## src/rtl/snes_bbus_pkg.sv

```systemverilog
// Shared constants for the SNES B-bus port controller.
//  - register offsets within the 4-byte window
//  - STAT / CTRL bit positions
//  - 2-bit FSM state encodings
package snes_bbus_pkg;

    // Register offsets (addr[1:0] within the window)
    localparam logic [1:0] OFF_DATA = 2'd0;
    localparam logic [1:0] OFF_STAT = 2'd1;
    localparam logic [1:0] OFF_CTRL = 2'd2;
    localparam logic [1:0] OFF_ID   = 2'd3;

    // STAT register bits
    localparam int unsigned STAT_RX_VALID = 0;
    localparam int unsigned STAT_TX_READY = 1;
    localparam int unsigned STAT_TX_OFLOW = 2;
    localparam int unsigned STAT_RX_UFLOW = 3;

    // CTRL register bits
    localparam int unsigned CTRL_CLR_FLAGS = 0;
    localparam int unsigned CTRL_RX_FLUSH  = 1;

    // FSM state encodings
    localparam logic [1:0] ST_IDLE = 2'b00;
    localparam logic [1:0] ST_RD   = 2'b01;
    localparam logic [1:0] ST_WR   = 2'b10;

endpackage

```

## src/rtl/snes_strobe_sync.sv

```systemverilog
// Synchroniser for the raw B-bus inputs into the clk domain.
//  Ports:
//   clk, rst_n            clock, async active-low reset
//   rd_n_raw, wr_n_raw    raw PARD_n / PAWR_n
//   addr_raw, data_raw    raw PA[7:0] / data bus
//   rd_n_s                synchronised PARD_n
//   addr_s, data_s        synchronised address / data
//   rd_fall, rd_rise      1-cycle edge pulses of synchronised PARD_n
//   wr_fall, wr_rise      1-cycle edge pulses of synchronised PAWR_n
//  All inputs travel through the same SYNC_STAGES flops so address and data stay aligned
//  with their strobe.
module snes_strobe_sync #(
    parameter int unsigned SYNC_STAGES = 2
) (
    input  logic       clk,
    input  logic       rst_n,
    input  logic       rd_n_raw,
    input  logic       wr_n_raw,
    input  logic [7:0] addr_raw,
    input  logic [7:0] data_raw,
    output logic       rd_n_s,
    output logic [7:0] addr_s,
    output logic [7:0] data_s,
    output logic       rd_fall,
    output logic       rd_rise,
    output logic       wr_fall,
    output logic       wr_rise
);

    localparam int unsigned W = 18;

    logic [W-1:0] stage_q [SYNC_STAGES];
    logic         rd_prev_q;
    logic         wr_prev_q;
    logic         wr_n_s;

    // Strobes reset to "asserted" (0): a strobe still low when reset lifts produces no
    // falling edge, so an access interrupted by reset can never be picked up half-way.
    always_ff @(posedge clk or negedge rst_n) begin
        if (!rst_n) begin
            for (int i = 0; i < SYNC_STAGES; i++) begin
                stage_q[i] <= '0;
            end
            rd_prev_q <= 1'b0;
            wr_prev_q <= 1'b0;
        end else begin
            stage_q[0] <= {rd_n_raw, wr_n_raw, addr_raw, data_raw};
            for (int i = 1; i < SYNC_STAGES; i++) begin
                stage_q[i] <= stage_q[i-1];
            end
            rd_prev_q <= rd_n_s;
            wr_prev_q <= wr_n_s;
        end
    end

    assign rd_n_s = stage_q[SYNC_STAGES-1][17];
    assign wr_n_s = stage_q[SYNC_STAGES-1][16];
    assign addr_s = stage_q[SYNC_STAGES-1][15:8];
    assign data_s = stage_q[SYNC_STAGES-1][7:0];

    assign rd_fall = rd_prev_q & ~rd_n_s;
    assign rd_rise = ~rd_prev_q & rd_n_s;
    assign wr_fall = wr_prev_q & ~wr_n_s;
    assign wr_rise = ~wr_prev_q & wr_n_s;

endmodule

```

## src/rtl/snes_bbus_port_ctrl.sv

```systemverilog
// SNES B-bus port window controller ($21FC-$21FF by default).
//  Bridges B-bus accesses to a host RX FIFO (host->SNES) and TX FIFO (SNES->host).
//  Ports:
//   clk, rst_n          board clock, async active-low reset
//   addr, data_in       raw B-bus address / data
//   data_out, data_oe   read data and pad output enable (window reads only)
//   PARD_n, PAWR_n      raw B-bus read / write strobes
//   rx_data, rx_valid   RX FIFO head / not-empty
//   rx_pop, rx_flush    1-cycle RX FIFO pop / flush
//   tx_data, tx_push    TX FIFO byte / 1-cycle push
//   tx_full             TX FIFO full
//  The read path is purely combinational from the raw bus; all state changes happen only
//  after the synchronised strobe release, so read contents stay stable for the strobe.
module snes_bbus_port_ctrl
    import snes_bbus_pkg::*;
#(
    parameter logic [7:0]  BASE_ADDR   = 8'hFC,
    parameter int unsigned SYNC_STAGES = 2,
    parameter logic [7:0]  ID_BYTE     = 8'h21
) (
    input  logic       clk,
    input  logic       rst_n,
    input  logic [7:0] addr,
    input  logic [7:0] data_in,
    output logic [7:0] data_out,
    output logic       data_oe,
    input  logic       PARD_n,
    input  logic       PAWR_n,
    input  logic [7:0] rx_data,
    input  logic       rx_valid,
    output logic       rx_pop,
    output logic       rx_flush,
    output logic [7:0] tx_data,
    output logic       tx_push,
    input  logic       tx_full
);

    localparam logic [5:0] WIN_TAG = BASE_ADDR[7:2];

    logic       rd_n_s;
    logic [7:0] addr_s;
    logic [7:0] data_s;
    logic       rd_fall, rd_rise, wr_fall, wr_rise;

    snes_strobe_sync #(
        .SYNC_STAGES(SYNC_STAGES)
    ) u_sync (
        .clk      (clk),
        .rst_n    (rst_n),
        .rd_n_raw (PARD_n),
        .wr_n_raw (PAWR_n),
        .addr_raw (addr),
        .data_raw (data_in),
        .rd_n_s   (rd_n_s),
        .addr_s   (addr_s),
        .data_s   (data_s),
        .rd_fall  (rd_fall),
        .rd_rise  (rd_rise),
        .wr_fall  (wr_fall),
        .wr_rise  (wr_rise)
    );

    logic [1:0] state_q, state_d;
    logic [1:0] off_q, off_d;
    logic [7:0] wr_sample_q, wr_sample_d;
    logic       rx_uflow_q, rx_uflow_d;
    logic       tx_oflow_q, tx_oflow_d;
    logic       rx_pop_q, rx_pop_d;
    logic       rx_flush_q, rx_flush_d;
    logic       tx_push_q, tx_push_d;
    logic [7:0] tx_data_q, tx_data_d;

    logic       hit_raw, hit_s;
    logic [7:0] stat_byte;
    logic [7:0] rd_mux;

    assign hit_raw = (addr[7:2] == WIN_TAG);
    assign hit_s   = (addr_s[7:2] == WIN_TAG);

    always_comb begin
        stat_byte                = 8'h00;
        stat_byte[STAT_RX_VALID] = rx_valid;
        stat_byte[STAT_TX_READY] = ~tx_full;
        stat_byte[STAT_TX_OFLOW] = tx_oflow_q;
        stat_byte[STAT_RX_UFLOW] = rx_uflow_q;
    end

    // Combinational read path straight off the raw bus to meet SNES read timing.
    always_comb begin
        rd_mux = 8'h00;
        case (addr[1:0])
            OFF_DATA: rd_mux = rx_valid ? rx_data : 8'h00;
            OFF_STAT: rd_mux = stat_byte;
            OFF_CTRL: rd_mux = 8'h00;
            OFF_ID:   rd_mux = ID_BYTE;
            default:  rd_mux = 8'h00;
        endcase
    end

    assign data_oe  = rst_n & ~PARD_n & hit_raw;
    assign data_out = data_oe ? rd_mux : 8'h00;

    always_comb begin
        logic uflow_set, oflow_set, flags_clr;
        uflow_set   = 1'b0;
        oflow_set   = 1'b0;
        flags_clr   = 1'b0;
        state_d     = state_q;
        off_d       = off_q;
        wr_sample_d = wr_sample_q;
        rx_pop_d    = 1'b0;
        rx_flush_d  = 1'b0;
        tx_push_d   = 1'b0;
        tx_data_d   = tx_data_q;

        case (state_q)
            ST_IDLE: begin
                if (rd_fall && hit_s) begin
                    state_d = ST_RD;
                    off_d   = addr_s[1:0];
                end else if (wr_fall && hit_s && rd_n_s) begin
                    // A write is only accepted while no read is in progress: read wins.
                    state_d     = ST_WR;
                    off_d       = addr_s[1:0];
                    wr_sample_d = data_s;
                end
            end
            ST_RD: begin
                if (rd_rise) begin
                    state_d = ST_IDLE;
                    case (off_q)
                        OFF_DATA: begin
                            if (rx_valid) rx_pop_d  = 1'b1;
                            else          uflow_set = 1'b1;
                        end
                        OFF_STAT: flags_clr = 1'b1;
                        default:  ;
                    endcase
                end
            end
            ST_WR: begin
                if (wr_rise) begin
                    // Commit the sample taken on the last cycle the strobe was still low.
                    state_d = ST_IDLE;
                    case (off_q)
                        OFF_DATA: begin
                            if (tx_full) begin
                                oflow_set = 1'b1;
                            end else begin
                                tx_push_d = 1'b1;
                                tx_data_d = wr_sample_q;
                            end
                        end
                        OFF_CTRL: begin
                            flags_clr  = wr_sample_q[CTRL_CLR_FLAGS];
                            rx_flush_d = wr_sample_q[CTRL_RX_FLUSH];
                        end
                        default: ;
                    endcase
                end else begin
                    wr_sample_d = data_s;
                end
            end
            default: state_d = ST_IDLE;
        endcase

        // Set has priority over clear.
        rx_uflow_d = uflow_set | (rx_uflow_q & ~flags_clr);
        tx_oflow_d = oflow_set | (tx_oflow_q & ~flags_clr);
    end

    always_ff @(posedge clk or negedge rst_n) begin
        if (!rst_n) begin
            state_q     <= ST_IDLE;
            off_q       <= 2'd0;
            wr_sample_q <= 8'h00;
            rx_uflow_q  <= 1'b0;
            tx_oflow_q  <= 1'b0;
            rx_pop_q    <= 1'b0;
            rx_flush_q  <= 1'b0;
            tx_push_q   <= 1'b0;
            tx_data_q   <= 8'h00;
        end else begin
            state_q     <= state_d;
            off_q       <= off_d;
            wr_sample_q <= wr_sample_d;
            rx_uflow_q  <= rx_uflow_d;
            tx_oflow_q  <= tx_oflow_d;
            rx_pop_q    <= rx_pop_d;
            rx_flush_q  <= rx_flush_d;
            tx_push_q   <= tx_push_d;
            tx_data_q   <= tx_data_d;
        end
    end

    assign rx_pop   = rx_pop_q;
    assign rx_flush = rx_flush_q;
    assign tx_push  = tx_push_q;
    assign tx_data  = tx_data_q;

endmodule

```

## config.mk

```make
export PLATFORM = sky130hd
export DESIGN_NAME = snes_bbus_port_ctrl
export DESIGN_NICKNAME = d
export VERILOG_FILES = /design/src/rtl/snes_bbus_pkg.sv /design/src/rtl/snes_strobe_sync.sv /design/src/rtl/snes_bbus_port_ctrl.sv
export SDC_FILE = /design/constraint.sdc
export NUM_CORES = 1
export LEC_CHECK = 0
export CORE_ASPECT_RATIO = 0.7
export CORE_MARGIN = 2
export CORE_UTILIZATION = 53
export DETAILED_ROUTE_END_ITERATION = 6
export PLACE_DENSITY = 0.8
export SLEW_MARGIN = 20
export SYNTH_ARGS = -nofsm -noshare
export SYNTH_HDL_FRONTEND = slang
export SYNTH_SLANG_ARGS = --single-unit
export TNS_END_PERCENT = 20
```

## constraint.sdc

```tcl
create_clock -name clk -period 3.7 [get_ports clk]
set_input_delay 0.74 -clock clk [delete_from_list [all_inputs] [get_ports clk]]
set_output_delay 0.74 -clock clk [all_outputs]
set_load 0.05 [all_outputs]
```

==> flow_summary.yaml <==
clock_tree:
  cts_buffers: 9
  postCtsSetupBuffers: 0
  path_clk_slew_ns: 0.07
  ctsHtreeMaxLevel: 3
  cts-resized-gates: 0
  cts_hold_buf: 0
  cts_tree: "yes"
  cts-root-buf: "clkbuf_8"
  clk_path_buf_depth: 2
  clock_latency_ns: 0.32
  cts_sinks: 63
final_layout:
  post-route-util_pct: 76.6
  final_area_um2: 3040
  most-common-layout-cells: "dfrtp_1, clkdlybuf4s50_1, mux2_2"
  drive_above_1_share_pct: 23.5
  antenna_cells: 0
  synthToLayoutAreaGrowth_pct: 36.2
  fin_nets: 242
  mostFrequentLayoutCell: "dfrtp_1"
die:
  core.rowCount: 19
  fp.dieH_um: 58.3
  core_area_um2: 3970
  start_util_pct: 56.2
  chipWidth_um: 81.6
  ios: 50
  die_area_um2: 4750
synth:
  synth_cells: 148
  synth_area_um2: 2230
  yosysSeqAreaShare_pct: 70.6
  ys_types: 30
  synth-seq-cells: 63
  syn_nets: 181
  syn_avg_cell_area_um2: 15.1
  yosys_warnings: 0
sta:
  final.setup_skew_ns: 0.00476
  fmaxAchievable_mhz: 301
  slew-limit-headroom_pct: 51.5
  worstMarginPinSlew_ns: 0.727
  setup_viol: 0
  fin_crit_ns: 3.32
  rsz0062_at_grt: "no"
  fin_crit_sh_pct: 89.8
  hold_slack_ns: 0.347
  fin_setup_tns_ns: 0
  final-max-slew-violation-count: 0
  hold_viol_final: 0
run:
  drv_cap: 0
critical_path:
  crit_type: "input port to output port"
  critPathLaunchType: "input port"
  cp-end-kind: "output port"
  cp.required_ns: 2.96
  critPathMaxFanout: 5
  arrival_ns: 2.58
drt:
  drt-vias-per-instance: 5.14
  firstDrtPassIters: 4
  drt_iter0_markers: 94
  drc: 0
  drt-total-wl_um: 4190
  ant_nets: 0
  route.vias.total: 1361
  wl_per_cell_um: 15.8
grt:
  antenna_found_initial: 0
  grt_pass1_vias: 1407
  grt_max_degree: 64
  grt_pass1_wl_um: 6980
  grtUsageTotal_pct: 21.0
  gr-total-overflow: 0
power_and_ir_drop:
  power.density_nw_per_um2: 524
  ir_drop_v: 0.000393
  p_leak_uw: 0.00139
placement:
  port_buffers: 49
  place_congestion: 0.804
  hpwlAfterDp_um: 3010
  dpl_cell_area_um2: 2840
worst_hold_path:
  hp-class: "flop to flop"
status:
  status: "finished clean"
## cell type report
class                   count  area [µm²]
clock buffers              10         138
clock inverters             5        58.8
fillers                   236         931
inverters                   6        22.5
multi-input cells          79         633
flip-flops and latches     63        1580
well taps                  52        65.1
repair buffers             50         546
## report_power, final
group          internal, µW  switching (µW)  total, µW  leakage, µW
combinational           104             106        210     0.000519
sequential              762            46.2        809     0.000778
clock                   325             248        574    0.0000944
total                  1190             400       1590      0.00139
## metrics by stage
step	power (µW)	worst slack (ns)	instances
after floorplan	934	0.630	148
after global placement	1010	0.434	250
after detailed placement	1030	0.379	250
after CTS	1610	0.377	265
after global routing	1670	0.312	265
final	1590	0.377	265
## routing by layer
| metal | vias up | wire [µm] | GRT usage (%) | share of wire [%] |
|---|---|---|---|---|
| met5 | - | 0 | 0 | 0 |
| li1 | 645 | - | - | - |
| met4 | 0 | 43 | 7.99 | 1.0 |
| met1 | 678 | 1840 | 28.2 | 44 |
| met3 | 5 | 174 | 7.36 | 4.2 |
| met2 | 33 | 2130 | 32.3 | 51 |
## worst paths after layout
kind	startpoint	to	slack, ns	cells after the start
min in group asynchronous	rst_n	u_sync.data_s[5]$_DFF_PN0_	0.59	2
hold reg to reg	u_sync.stage_q[23]$_DFF_PN0_	u_sync.data_s[5]$_DFF_PN0_	0.35	0
max in group asynchronous	rst_n	off_q[1]$_DFFE_PN0P_	2.65	2
setup reg to reg	state_q[0]$_DFFE_PN0P_	wr_sample_q[6]$_DFFE_PN0P_	1.66	5
hold / removal	u_sync.stage_q[23]$_DFF_PN0_	u_sync.data_s[5]$_DFF_PN0_	0.35	0
setup / recovery	addr[6]	data_out[2]	0.38	6
## critical path: stages
cell	delay, ns
clkdlybuf4s50_1	0.48
nand4_1	0.11
or4b_4	0.56
or2_2	0.32
nor2_1	0.20
buf_12	0.17
## flip-flops by register name, summed over array words and instances, names as in the netlist
signal	cells
u_sync.stage_q	19
u_sync.wr_prev_q	1
tx_push	1
u_sync.addr_s	8
state_q	2
rx_uflow_q	1
off_q	2
u_sync.data_s	8
tx_data	8
tx_oflow_q	1
u_sync.rd_prev_q	1
rx_pop	1
rx_flush	1
u_sync.rd_n_s	1
wr_sample_q	8
## cells in the mapped netlist, drive strengths merged
library cell  number  share of area [%]
dfrtp             63                 71
o221ai             1               0.39
a21oi              2               0.45
ha                 3                1.7
nand2              6                1.0
a2bb2oi            1               0.39
o31a               1               0.39
nand3              7                1.6
or2                1               0.28
nand2b             2               0.56
o22ai              2               0.56
nand4              4                1.8
nor3               2               0.45
o41ai              2                1.6
a211oi             1               0.34
nand3b             4                1.3
and4bb             1               0.56
and3               4                1.1
nor2               6                1.0
or4b               1               0.62
inv                6                1.0
nor4b              1               0.39
mux2              18                9.1
a31oi              1               0.28
a22oi              2               0.67
nand4b             1               0.39
nor2b              5                1.4
## cells by family after synthesis
group                    count (synthesis)  share of synthesized area, %
AO/OA/AOI/OAI                           13                          5.10
adder cells (fa/ha/maj)                  3                          1.68
buffers and inverters                    6                          1.01
flip-flops                              63                          70.6
multiplexers                            18                          9.08
AND/OR/NAND/NOR                         45                          12.5
Power figures use the tool's default switching activity.
